`src/rtl/instruction_fetch_queue.sv`:
```
// Fetch sequencer: owns the fetch PC, drives instruction memory, buffers {PC, instr} pairs.
// Latency: a fetch written at edge N is at the queue head after edge N (combinational head read).
// Backpressure: Stall holds the head, Halt stops fetching; a full queue only fetches when it also pops.
//
// Ports:
//   Clk, Reset (async, active-high)      clock / reset
//   Redirect, RedirectPC                 flush queue and restart fetch at RedirectPC (word aligned)
//   Halt, Stall                          freeze fetching / hold the head entry
//   IMemAddress, IMemInstruction         byte address out, combinational read data in
//   InstrValid, InstrOut, InstrPC        queue head
//   QueueCount                           current occupancy
//   StallCycles                          saturating count of stalled-valid cycles
//                                        (present only when IFQ_PERF_CNT_EN is defined)
module instruction_fetch_queue #(
   parameter int unsigned DEPTH    = 4,
   parameter logic [31:0] RESET_PC = 32'h0000_0000
) (
   input  logic                     Clk,
   input  logic                     Reset,
   input  logic                     Redirect,
   input  logic [31:0]              RedirectPC,
   input  logic                     Halt,
   input  logic                     Stall,
   output logic [31:0]              IMemAddress,
   input  logic [31:0]              IMemInstruction,
   output logic                     InstrValid,
   output logic [31:0]              InstrOut,
   output logic [31:0]              InstrPC,
   output logic [$clog2(DEPTH):0]   QueueCount
`ifdef IFQ_PERF_CNT_EN
   ,
   output logic [31:0]              StallCycles
`endif
);

   localparam int PW = $clog2(DEPTH);
   localparam int CW = PW + 1;

   localparam logic [0:0] S_FETCH  = 1'b0;
   localparam logic [0:0] S_HALTED = 1'b1;

   logic [31:0]   fetch_pc_q, fetch_pc_d;
   logic [PW-1:0] rd_ptr_q, rd_ptr_d;
   logic [PW-1:0] wr_ptr_q, wr_ptr_d;
   logic [CW-1:0] count_q, count_d;
   logic [0:0]    state_q, state_d;
   logic [31:0]   last_pc_q, last_ins_q;

   logic [31:0]   pc_mem_q  [DEPTH];
   logic [31:0]   ins_mem_q [DEPTH];

   logic          fetch_en;
   logic          pop;
   logic          push;

   // Leaving HALTED takes effect on the same edge Halt drops, so no fetch slot
   // is lost on resume; in both states fetching is enabled exactly when Halt is low.
   always_comb begin
      state_d  = state_q;
      fetch_en = 1'b0;
      case (state_q)
         S_FETCH: begin
            fetch_en = ~Halt;
            if (Halt && !Redirect) state_d = S_HALTED;
         end
         S_HALTED: begin
            fetch_en = ~Halt;
            if (!Halt || Redirect) state_d = S_FETCH;
         end
         default: state_d = S_FETCH;
      endcase
   end

   assign InstrValid = (count_q != '0);
   assign pop        = InstrValid & ~Stall & ~Redirect;
   // A full queue can still accept a fetch when the head leaves on the same edge.
   assign push       = ~Redirect & fetch_en & ((count_q < CW'(DEPTH)) | pop);

   always_comb begin
      fetch_pc_d = fetch_pc_q;
      rd_ptr_d   = rd_ptr_q;
      wr_ptr_d   = wr_ptr_q;
      count_d    = count_q;
      if (Redirect) begin
         fetch_pc_d = {RedirectPC[31:2], 2'b00};
         rd_ptr_d   = '0;
         wr_ptr_d   = '0;
         count_d    = '0;
      end else begin
         if (push) begin
            fetch_pc_d = fetch_pc_q + 32'd4;
            wr_ptr_d   = wr_ptr_q + PW'(1);
         end
         if (pop) rd_ptr_d = rd_ptr_q + PW'(1);
         if (push && !pop)      count_d = count_q + CW'(1);
         else if (pop && !push) count_d = count_q - CW'(1);
      end
   end

   always_ff @(posedge Clk or posedge Reset) begin
      if (Reset) begin
         fetch_pc_q <= RESET_PC;
         rd_ptr_q   <= '0;
         wr_ptr_q   <= '0;
         count_q    <= '0;
         state_q    <= S_FETCH;
         last_pc_q  <= '0;
         last_ins_q <= '0;
      end else begin
         fetch_pc_q <= fetch_pc_d;
         rd_ptr_q   <= rd_ptr_d;
         wr_ptr_q   <= wr_ptr_d;
         count_q    <= count_d;
         state_q    <= state_d;
         last_pc_q  <= InstrPC;
         last_ins_q <= InstrOut;
      end
   end

   // Storage needs no reset: an entry is only read after it has been written.
   always_ff @(posedge Clk) begin
      if (push) begin
         pc_mem_q[wr_ptr_q]  <= fetch_pc_q;
         ins_mem_q[wr_ptr_q] <= IMemInstruction;
      end
   end

   // When empty the head outputs hold the last real head (zero after reset)
   // instead of exposing a stale storage slot.
   assign InstrPC     = InstrValid ? pc_mem_q[rd_ptr_q]  : last_pc_q;
   assign InstrOut    = InstrValid ? ins_mem_q[rd_ptr_q] : last_ins_q;
   assign IMemAddress = fetch_pc_q;
   assign QueueCount  = count_q;

`ifdef IFQ_PERF_CNT_EN
   logic [31:0] stall_cnt_q;

   // Counts cycles decode refused a valid head; Redirect does not clear it.
   always_ff @(posedge Clk or posedge Reset) begin
      if (Reset) begin
         stall_cnt_q <= '0;
      end else if (InstrValid && Stall && !Redirect && (stall_cnt_q != 32'hFFFF_FFFF)) begin
         stall_cnt_q <= stall_cnt_q + 32'd1;
      end
   end

   assign StallCycles = stall_cnt_q;
`endif

endmodule

```
`config.mk`:
```
export PLATFORM = sky130hd
export DESIGN_NAME = instruction_fetch_queue
export DESIGN_NICKNAME = d
export VERILOG_FILES = /design/src/rtl/instruction_fetch_queue.sv
export SDC_FILE = /design/constraint.sdc
export NUM_CORES = 1
export LEC_CHECK = 0
export CAP_MARGIN = 20
export CORE_MARGIN = 1.5
export CORE_UTILIZATION = 50
export DETAILED_ROUTE_END_ITERATION = 6
export PLACE_DENSITY = 0.88
export SETUP_SLACK_MARGIN = 0.3
export SYNTH_ARGS = -nofsm -noshare
export SYNTH_HDL_FRONTEND = slang
export SYNTH_SLANG_ARGS = --single-unit
```
`constraint.sdc`:
```
create_clock -name Clk -period 3.45 [get_ports Clk]
set_input_delay 0.69 -clock Clk [delete_from_list [all_inputs] [get_ports Clk]]
set_output_delay 0.69 -clock Clk [all_outputs]
set_load 0.05 [all_outputs]
```
==> Word level (Yosys, flattened, before mapping) <==
Memories as Yosys holds them, arrays and structs flattened.
Index checks and enable logic that the tools add are counted.
W data, S select, Z words.
{ "word_totals": {"register_bits": 103, "ram_bits": 256, "inputBits": 69, "word_cells": 43, "n_memories": 2} }
{ "memory_table": {"columns": ["memory", "words", "word_bits", "read_ports", "rd_ports_with_merged_regs", "wr", "line_no", "rtl"], "rows": [
  ["ins_mem_q", 4, 32, 1, 0, 1, "50", "logic [31:0] ins_mem_q [DEPTH];"],
  ["pc_mem_q", 4, 32, 1, 0, 1, "49", "logic [31:0] pc_mem_q [DEPTH];"]
]} }
{ "op_classes": {"n_addsub": 5, "order_cmp": 1, "mux": 13, "bitwise": 8, "reduce_logical": 8} }
{ "ops": {"columns": ["cell", "count"], "rows": [
  ["$mux W32", 4],
  ["$add A32 B3 Y32 const B", 1],
  ["$mux W3", 3],
  ["$mux W2", 4],
  ["$reduce_bool A3 Y1", 2],
  ["$add A2 B1 Y2 const B", 2],
  ["$and A1 B1 Y1", 4],
  ["$reduce_bool A2 Y1", 2],
  ["$add A3 B1 Y3 const B", 1],
  ["$lt A3 B3 Y1 const B", 1],
  ["$not A1 Y1", 3],
  ["$sub A3 B1 Y3 const B", 1],
  ["$logic_and A1 B1 Y1", 2],
  ["$logic_not A1 Y1", 2],
  ["$mux W1", 2],
  ["$or A1 B1 Y1", 1]
]} }

==> Depth between registers and ports, before layout <==
Gate-level depths: netlist of run 1.
{ "logic_depth": {"word_depth": 10, "depth_mapped": 8, "mapped_depth_nobuf": 7} }

==> Worst setup path before layout of run 1 <==
No wires, ideal clock.
{ "synth_path": {"path_kind": "input to register", "startpoint": "in Halt", "endpoint": "mem ins_mem_q[0][0], enable pin", "setup_time_ps": 427, "t_arrival_ps": 3049, "required_time_ps": 3023, "path_slack_ps": -26, "cell_stages": 4, "path_cell_list": "buf_6 > a21oi_1 > clkbuf_1 > and3_1"} }
{ "synth_between": {"elab_chain_len": 5} }
{ "synth_rtl": {"columns": ["element", "line_no", "rtl"], "rows": [
  ["from (decl)", "22", "input logic Halt,"],
  ["$not A1 Y1", "63, 67", null],
  ["$and A1 B1 Y1 (2 in a row)", "77", "assign push = ~Redirect & fetch_en & ((count_q < CW'(DEPTH)) | pop);"],
  ["$mux W1", "122", "if (push) begin"],
  ["$mux W1 (implied by the code)", "124", "ins_mem_q[wr_ptr_q] <= IMemInstruction;"],
  ["to (decl)", "50", null]
]} }
No other way between the ends.

==> Worst setup path after layout of run 1 <==
{ "layout_path": {"startpoint": "reg rd_ptr_q[1]", "endpoint": "out InstrOut[11]"} }
{ "layout_between": {"elab_chain_len": 2} }
{ "layout_rtl": {"columns": ["element", "line_no", "rtl"], "rows": [
  ["from (decl)", "43", "logic [PW-1:0] rd_ptr_q, rd_ptr_d;"],
  ["from (signal assigned)", "111", "rd_ptr_q <= rd_ptr_d;"],
  ["$mem_v2 Z4 W32", null, null],
  ["$mux W32", "131", "assign InstrOut = InstrValid ? ins_mem_q[rd_ptr_q] : last_ins_q;"],
  ["to (decl)", "27", "output logic [31:0] InstrOut,"]
]} }
No other way between the ends.

==> results.toml, run 1 <==
[outcome]
status = "complete, no violations"

[pwr]
swShare_pct = 35.0
power.leakage_nw = 6.24
p_per_area_nw_per_um2 = 807
combPwrFrac_pct = 31.1
p_seq_share_pct = 39.1
switching_power_mw = 4.78
peakVddDrop_v = 0.000528
internal_power_mw = 8.87
power.share.clock_pct = 29.8

[clock_network]
clockBufferDepth = 3
cts_htree_levels = 2
cts_buffers = 37
cts.clk_slew.worst_paths_ns = 0.06
cts_sinks = 349
cts_tree = "built"
cts_root_buffer = "clkbuf_16"
postCtsHoldBufs = 0
insertion_delay_ns = 0.52

[synth]
synthFlopType = "edfxtp_1"
synthTopCellsByCount = "248 x edfxtp_1, 216 x nand2_1, 101 x dfrtp_1"
synthCells = 851
avgSynthCellArea_um2 = 15.9
synth.most_common_cell = "edfxtp_1"
ys_seq_elements = 349
yosysSeqAreaShare_pct = 73.6
yosysUniqueCellTypes = 43
synth.top_cells.by_area = "edfxtp_1 55%, dfrtp_1 19%, mux4_2 10%, nand2_1 6.0%, or4_1 0.72%"
async_flop_share_pct = 28.9
synth_enable_flop_cells = 248
synth_area_um2 = 13600
synth_top_area_share_pct = 54.9
synth_area_leader_cell = "edfxtp_1"
yosysWarnings = 0

[worst_setup_path]
crit_path_max_incr_delay_ns = 0.77
path_max_fanout = 33
worstSetupPathType = "reg2out"
endpoint_kind = "primary output"
start_kind = "register"
cp_common_cell = "nand2_1"
worstPathRequired_ns = 2.76
path_cells = "buf_12 > mux4_2 > nand2_1 > nand2_1 > buf_4"
cp-startpoint = "rd_ptr_q[1]$_DFFE_PP0P_"
cpMaxStageDelayCell = "dfrtp_4"
timing.rr.start = "QueueCount[1]$_DFFE_PP0P_"
cp.arrival_ns = 2.33

[routing]
wl_per_cell_um = 21.7
drtAntennaViolNets = 0
viasPerCell = 5.73
drtPass1Iterations = 5
drt_iter0_drc = 819
drt-total-wl_um = 30500
vias = 8064
drc_errors = 0

[finish]
seqCellArea_um2 = 9980
multi_input_area_um2 = 3380
fill_cells = 1829
antennaDiodeCount = 0
fin_area_um2 = 16900
syn2layout_area_growth_pct = 24.7
final_layout_size_suffix_gt1_share_pct = 20.5
instances_no_fill = 1407
nets = 1112

[worst_hold_path]
worstHoldPathType = "reg2reg"
worstHoldStart = "last_pc_q[25]$_DFF_PP0_"

[die]
dieArea_um2 = 28100
die_h_um = 168
initial_core_util_pct = 50.6
die_w_um = 168
core_um2 = 26800
io_pins = 169
rows = 60

[place]
place_congestion = 0.791
dp_slack_ns = 0.427
placed_area_um2 = 15600
placed_cells = 1337
dp_hpwl_um = 19000
io_buffers = 164

[sta]
tns_ns = 0
skew_ns = 0.0127
setup_viol = 0
fin_ws_ns = 0.429
rsz0062_at_grt = "no"
slew-limit-headroom_pct = 55.4
fmax_ghz = 0.331
drv_slew = 0
fin_crit_sh_pct = 87.6
hold_viol = 0
finalCriticalPeriod_ns = 3.02
tightest_slew_ns = 0.667

[global_routing]
grt_usage_pct = 22.1
grt_max_degree = 67
grt_overflow = 0
antenna_found_initial = 0
grt_pass1_vias = 8461
grt_pass1_wl_um = 47400

[flow_run]
cap_violations = 0
## path summary, 6_finish.rpt
| kind | depth (start not counted) | end | slack [ns] |
|---|---|---|---|
| max in group asynchronous | 3 | last_ins_q[8]$_DFF_PP0_ | 2.07 |
| hold reg to reg | 2 | last_pc_q[25]$_DFF_PP0_ | 0.46 |
| min in group asynchronous | 2 | IMemAddress[20]$_DFFE_PP0N_ | 0.62 |
| setup / recovery | 5 | InstrOut[11] | 0.43 |
| setup reg to reg | 7 | QueueCount[1]$_DFFE_PP0P_ | 0.85 |
| hold / removal | 2 | last_pc_q[25]$_DFF_PP0_ | 0.46 |
## power groups by stage
stage | sequential (mW) | clock [mW] | combinational, mW
floorplan | 5.45 | 0 | 2.84
global placement | 5.41 | 0 | 4.15
detailed placement | 5.44 | 0 | 4.21
CTS | 5.33 | 4.15 | 4.28
global route | 5.38 | 4.30 | 4.48
finish | 5.33 | 4.07 | 4.24
## critical path, delay by kind of cell, from the launching register on
family / cells / cell delay [ns]
multiplexers: 1 / 0.33
AND/OR/NAND/NOR: 2 / 0.21
flip-flops: 1 / 0.77
buffers and inverters: 2 / 0.50
## final cells by class
cell class,instances,area share [%]
inverter,11,0.266
tap,341,2.52
clock buffer,52,6.41
timing repair buffer,188,10.7
multi-input combinational,450,20.0
clock inverter,16,1.10
sequential,349,59.0
## placed cells by master, fill, tap and decap left out, types with 7 or more instances in the layout
cell / n
a31oi_1: 13
buf_12: 11
buf_4: 75
clkbuf_1: 7
clkbuf_16: 39
clkdlybuf4s50_1: 100
dfrtp_1: 99
edfxtp_1: 248
inv_1: 8
mux4_2: 62
nand2_1: 216
nand3_1: 13
nand4_1: 14
nor2_1: 19
o21ai_0: 16
o31ai_1: 9
or4_1: 13
xnor2_1: 7
## state kept, by name, indices dropped and copies added (netlist names)
signal	count
ins_mem_q	128
pc_mem_q	120
last_ins_q	32
last_pc_q	32
IMemAddress	30
QueueCount	3
rd_ptr_q	2
wr_ptr_q	2
## per-stage QoR
step	hold WS [ns]	total power [mW]	utilization [%]
floorplan	0.543	8.29	-
global placement	0.448	9.56	58.3
detailed placement	0.453	9.66	58.3
CTS	0.466	13.8	63.1
global route	0.482	14.2	63.1
finish	0.462	13.6	63.1
## cells by family (layout without fill, tap and decap cells)
| family | Yosys count | after routing | synth area share (%) |
|---|---|---|---|
| AOI/OAI and AO/OA | 60 | 60 | 3.05 |
| xor gates and xnor gates | 13 | 13 | 0.840 |
| adders and majority gates | 6 | 6 | 0.609 |
| buffers and inverters | 53 | 267 | 1.70 |
| DFF | 349 | 349 | 73.6 |
| muxes | 63 | 63 | 10.4 |
| other | 1 | 2 | 0.0277 |
| and+or+nand+nor | 306 | 306 | 9.82 |
## layer usage
layer | global-route usage (%) | wire length [µm] | vias up
met5 | 0 | 0 | -
met4 | 9.56 | 1140 | 0
met3 | 4.11 | 2070 | 88
met2 | 37.4 | 15300 | 349
met1 | 28.3 | 12000 | 4034
li1 | - | - | 3593
## timing repair
| item | CTS | global route |
|---|---|---|
| resized for setup | 1 | 1 |
| pin swaps | 0 | 0 |
| buffers inserted | 2 | 0 |
| endpoints found under the setup margin | 36 | 63 |
(Power assumes the default switching activity.)
==> inputs of run 2 (changes only) <==
Settings changed: CORE_UTILIZATION 50 to 48, PLACE_DENSITY 0.88 to 0.85.
==> results.toml, run 2 (synthesis results as in run 1) <==
[flow_run]
cap_violations = 0

[global_routing]
grt_overflow = 0
grt_pass1_vias = 8445
grt_usage_pct = 21.2
grt_pass1_wl_um = 46700
antenna_found_initial = 0
grt_max_degree = 43

[worst_setup_path]
cpMaxStageDelayCell = "dfrtp_4"
start_kind = "register"
path_cells = "buf_6 > mux4_2 > nand2_1 > nand2_1 > buf_4"
endpoint_kind = "primary output"
worstSetupPathType = "reg2out"
crit_path_max_incr_delay_ns = 0.64
path_buf_inv = 2
cp_common_cell = "nand2_1"
cp.arrival_ns = 2.32
path_max_fanout = 30
worstPathRequired_ns = 2.76
crit_family = "flip-flops"

[sta]
rsz0062_at_grt = "no"
tns_ns = 0
drv_slew = 0
fin_crit_sh_pct = 87.1
setup_viol = 0
finalCriticalPeriod_ns = 3.01
slew-limit-headroom_pct = 46.7
hold_viol = 0
skew_ns = 0.0149
fmax_ghz = 0.333
tightest_slew_ns = 0.798

[finish]
syn2layout_area_growth_pct = 24.7
final_common_cell = "edfxtp_1"
antennaDiodeCount = 0
top_regs = "ins_mem_q x128, pc_mem_q x120"
nets = 1116
largest_reg_flops = 128
layout_common_cells = "248 x edfxtp_1, 216 x nand2_1, 99 x dfrtp_1, 99 x clkdlybuf4s50_1, 65 x buf_4"
top_register = "ins_mem_q"
fin_area_um2 = 16900
final_layout_size_suffix_gt1_share_pct = 19.5

[place]
dp_hpwl_um = 18800
place_congestion = 0.824
placed_area_um2 = 15700
io_buffers = 164

[die]
io_pins = 169
initial_core_util_pct = 48.8
rows = 61
dieArea_um2 = 29300
die_h_um = 171
core_um2 = 27800
die_w_um = 171

[clock_network]
cts_tree = "built"
cts_htree_levels = 2
postCtsHoldBufs = 0
cts_sinks = 349
insertion_delay_ns = 0.50
cts_buffers = 36
clockBufferDepth = 3
cts.clk_slew.worst_paths_ns = 0.06
cts_root_buffer = "clkbuf_16"

[routing]
drt-total-wl_um = 30200
drt_iter0_drc = 798
drtAntennaViolNets = 0
drc_errors = 0
wl_per_cell_um = 20.9
drtPass1Iterations = 5
viasPerCell = 5.64
vias = 8150

[pwr]
p_per_area_nw_per_um2 = 786
power.leakage_nw = 6.23
peakVddDrop_v = 0.000630

[outcome]
status = "complete, no violations"

[worst_hold_path]
worstHoldPathType = "reg2reg"
run 2: cell count changes in the layout (fill, tap and decap cells not counted), sizes merged:
| cell | previous run | this run |
|---|---|---|
| inv | 10 | 9 |
| clkdlybuf4s50 | 100 | 99 |
| buf | 88 | 81 |
| clkbuf | 52 | 49 |
| clkinvlp | 2 | 4 |
| dlymetal6s2s | 0 | 1 |
| dlygate4sd2 | 0 | 12 |
| bufinv | 4 | 1 |
run 2: power breakdown:
part           internal [mW]  switching (mW)  leakage (nW)
clock                   2.15            1.54         0.549
sequential              5.06           0.257          3.47
combinational           1.33            2.94          2.21
run 2: worst paths after layout:
kind                       cells past startpoint                          end                       start  slack, ns
min in group asynchronous                      2      last_pc_q[18]$_DFF_PP0_                       Reset       0.67
max in group asynchronous                      3     last_ins_q[19]$_DFF_PP0_                       Reset       2.05
hold reg to reg                                2       last_pc_q[8]$_DFF_PP0_      last_pc_q[8]$_DFF_PP0_       0.46
setup reg to reg                               5  IMemAddress[28]$_DFFE_PP0N_  IMemAddress[3]$_DFFE_PP0N_       0.96
hold / removal                                 2       last_pc_q[8]$_DFF_PP0_      last_pc_q[8]$_DFF_PP0_       0.46
setup / recovery                               5                 InstrOut[11]     rd_ptr_q[1]$_DFFE_PP0P_       0.44
run 2: through the flow:
stage | instances | setup slack [ns] | hold slack, ns | power (mW) | utilization [%]
floorplan | 852 | 0.390 | 0.543 | 8.29 | -
global placement | 1377 | 0.468 | 0.447 | 9.63 | 56.6
detailed placement | 1377 | 0.375 | 0.454 | 9.71 | 56.6
CTS | 1444 | 0.300 | 0.467 | 13.4 | 60.8
global route | 1444 | 0.327 | 0.483 | 13.8 | 60.8
finish | 1444 | 0.445 | 0.460 | 13.3 | 60.8
run 2: cell type report:
type                       count  area [µm²]
fill                        2085       10900
multi-input combinational    450        3380
clock buffer                  49        1020
inverter                      11        47.5
tap                          378         473
sequential                   349        9980
clock inverter                14         104
timing repair buffer         193        1890
run 2: worst min-delay path, delay by kind of cell (launching register included):
kind | cells | cell delay [ns]
simple gates | 2 | 0.10
flops | 1 | 0.32
run 2: per-layer routing:
| layer | part of all wire (%) | GRT usage, % | vias to the layer above |
|---|---|---|---|
| met5 | 0 | 0 | - |
| met1 | 39 | 27.0 | 4146 |
| met3 | 6.5 | 3.79 | 77 |
| met4 | 3.1 | 8.70 | 0 |
| li1 | - | - | 3594 |
| met2 | 51 | 36.2 | 333 |
run 2: timing repair:
action	CTS	global route
gates cloned	0	0
endpoints found under the setup margin	61	14
gates resized for setup	15	2
setup buffers	4	0
==> inputs of run 3 (changes only) <==
Settings changed: TNS_END_PERCENT set to 1.
==> results.toml, run 3 (synthesis results as in run 1) <==
[sta]
setup_viol = 0
tightest_slew_ns = 0.581
drv_slew = 0
slew-limit-headroom_pct = 61.1
rsz0062_at_grt = "yes"
skew_ns = 0.0245
finalCriticalPeriod_ns = 3.15
fmax_ghz = 0.318
hold_viol = 0
tns_ns = 0
fin_crit_sh_pct = 91.2

[routing]
viasPerCell = 5.60
drt_iter0_drc = 630
wl_per_cell_um = 20.7
drtPass1Iterations = 5
drc_errors = 0
drt-total-wl_um = 29900
vias = 8088
drtAntennaViolNets = 0

[worst_setup_path]
crit_family = "multiplexers"
rr_endpoint = "IMemAddress[24]$_DFFE_PP0N_"
cp.arrival_ns = 2.46
timing.rr.start = "IMemAddress[2]$_DFFE_PP0N_"
worstPathRequired_ns = 2.76
endpoint_kind = "primary output"
path_max_fanout = 64
start_kind = "register"
path_buf_inv = 2
critPathCapture = "InstrPC[26]"
cp_num_cells = 5
worstSetupPathType = "reg2out"
reg2reg_depth = 5
path_cells = "buf_12 > mux4_2 > nand2_1 > nand2_1 > buf_12"
crit_path_max_incr_delay_ns = 0.63
cp-startpoint = "rd_ptr_q[0]$_DFFE_PP0P_"
cpMaxStageDelayCell = "mux4_2"
r2r_setup_slack_ns = 0.91

[global_routing]
grt_max_degree = 65
antenna_found_initial = 0
grt_overflow = 0
grt_pass1_vias = 8450
grt_usage_pct = 21.1
grt_pass1_wl_um = 46700

[finish]
syn2layout_area_growth_pct = 28.8
top_register = "ins_mem_q"
nets = 1113
instances_no_fill = 1445
top_regs = "ins_mem_q x128, pc_mem_q x120"
final_layout_size_suffix_gt1_share_pct = 20.5
postLayoutCoreUtil_pct = 62.8
fill_cells = 2025
final_common_cell = "edfxtp_1"
largest_reg_flops = 128
antennaDiodeCount = 0
layout_common_cells = "248 x edfxtp_1, 216 x nand2_1, 101 x clkdlybuf4s50_1"

[clock_network]
cts_buffers = 37
insertion_delay_ns = 0.52
cts_root_buffer = "clkbuf_16"
cts_tree = "built"
cts_setup_buffers = 0
cts_htree_levels = 2
clockBufferDepth = 3
cts.clk_slew.worst_paths_ns = 0.06
cts_sinks = 349

[die]
rows = 61
dieArea_um2 = 29300
initial_core_util_pct = 48.8
die_h_um = 171
core_um2 = 27800
io_pins = 169
die_w_um = 171

[flow_run]
cap_violations = 0

[place]
placed_cells = 1377
dp_hpwl_um = 18700
io_buffers = 164
place_congestion = 0.840

[pwr]
power.leakage_nw = 6.43
p_per_area_nw_per_um2 = 829
peakVddDrop_v = 0.000878

[worst_hold_path]
hold_path_depth = 2
worstHoldPathType = "reg2reg"

[outcome]
status = "complete, no violations"
-- run 3: cell count changes in the layout (fill, tap and decap cells not counted), moves of 3 or more --
cell	previous run	this run
buf_12	13	50
buf_4	65	36
dlygate4sd2_1	12	0
bufinv_16	1	4
-- run 3: metal layers --
layer	wire length (µm)	track usage [%]	share of wire, %
met3	1790	3.33	6.0
met5	0	0	0
met4	1010	8.31	3.4
met1	11600	27.2	39
met2	15500	36.1	52
-- run 3: worst min path at each step --
| stage | from | to | slack, ns |
|---|---|---|---|
| floorplan | wr_ptr_q[1]$_DFFE_PP0N_ | wr_ptr_q[1]$_DFFE_PP0N_ | 0.54 |
| global placement | last_ins_q[27]$_DFF_PP0_ | last_ins_q[27]$_DFF_PP0_ | 0.45 |
| CTS | last_ins_q[20]$_DFF_PP0_ | last_ins_q[20]$_DFF_PP0_ | 0.47 |
| global route | last_pc_q[0]$_DFF_PP0_ | last_pc_q[0]$_DFF_PP0_ | 0.50 |
| detailed placement | last_ins_q[20]$_DFF_PP0_ | last_ins_q[20]$_DFF_PP0_ | 0.46 |
| finish | last_ins_q[21]$_DFF_PP0_ | last_ins_q[21]$_DFF_PP0_ | 0.47 |
-- run 3: per-stage QoR --
step | setup slack [ns] | hold slack, ns | power [mW] | area [µm²]
2_1_floorplan | -0.0252 | 0.543 | 8.29 | 13600
3_3_place_gp | 0.482 | 0.448 | 10.4 | 16200
3_5_place_dp | 0.386 | 0.456 | 10.5 | 16200
4_1_cts | 0.267 | 0.470 | 14.6 | 17500
5_1_grt | 0.179 | 0.497 | 15.0 | 17500
6_report | 0.302 | 0.469 | 14.5 | 17500
-- run 3: where the power goes --
part           internal (mW)  total, mW  switching [mW]  leakage [nW]
clock network           2.49       4.07            1.59         0.618
logic                   1.98       5.06            3.09          2.34
registers               5.06       5.33           0.277          3.47
total                   9.52       14.5            4.95          6.43
-- run 3: tightest hold or removal path, cell delays in order, from the launching register on --
cell and delay [ns]:
dfrtp_1 0.32, nand2_1 0.04, nand2_1 0.07
-- run 3: timing repair --
action                                  4_1_cts  5_1_grt
pin swaps                                     0        0
hold buffers                                  0        0
resized for setup                             1        1
endpoints found under the setup margin       17       64
endpoints found under the hold margin         0        0
-- run 3: area by class of cell --
type,count,area (µm²),share of cell area [%]
clock buffers,51,1070,6.13
flip-flops and latches,349,9980,57.2
well taps,378,473,2.71
clock inverters,17,201,1.15
multi-input cells,450,3380,19.4
inverters,11,43.8,0.251
repair buffers,189,2310,13.2
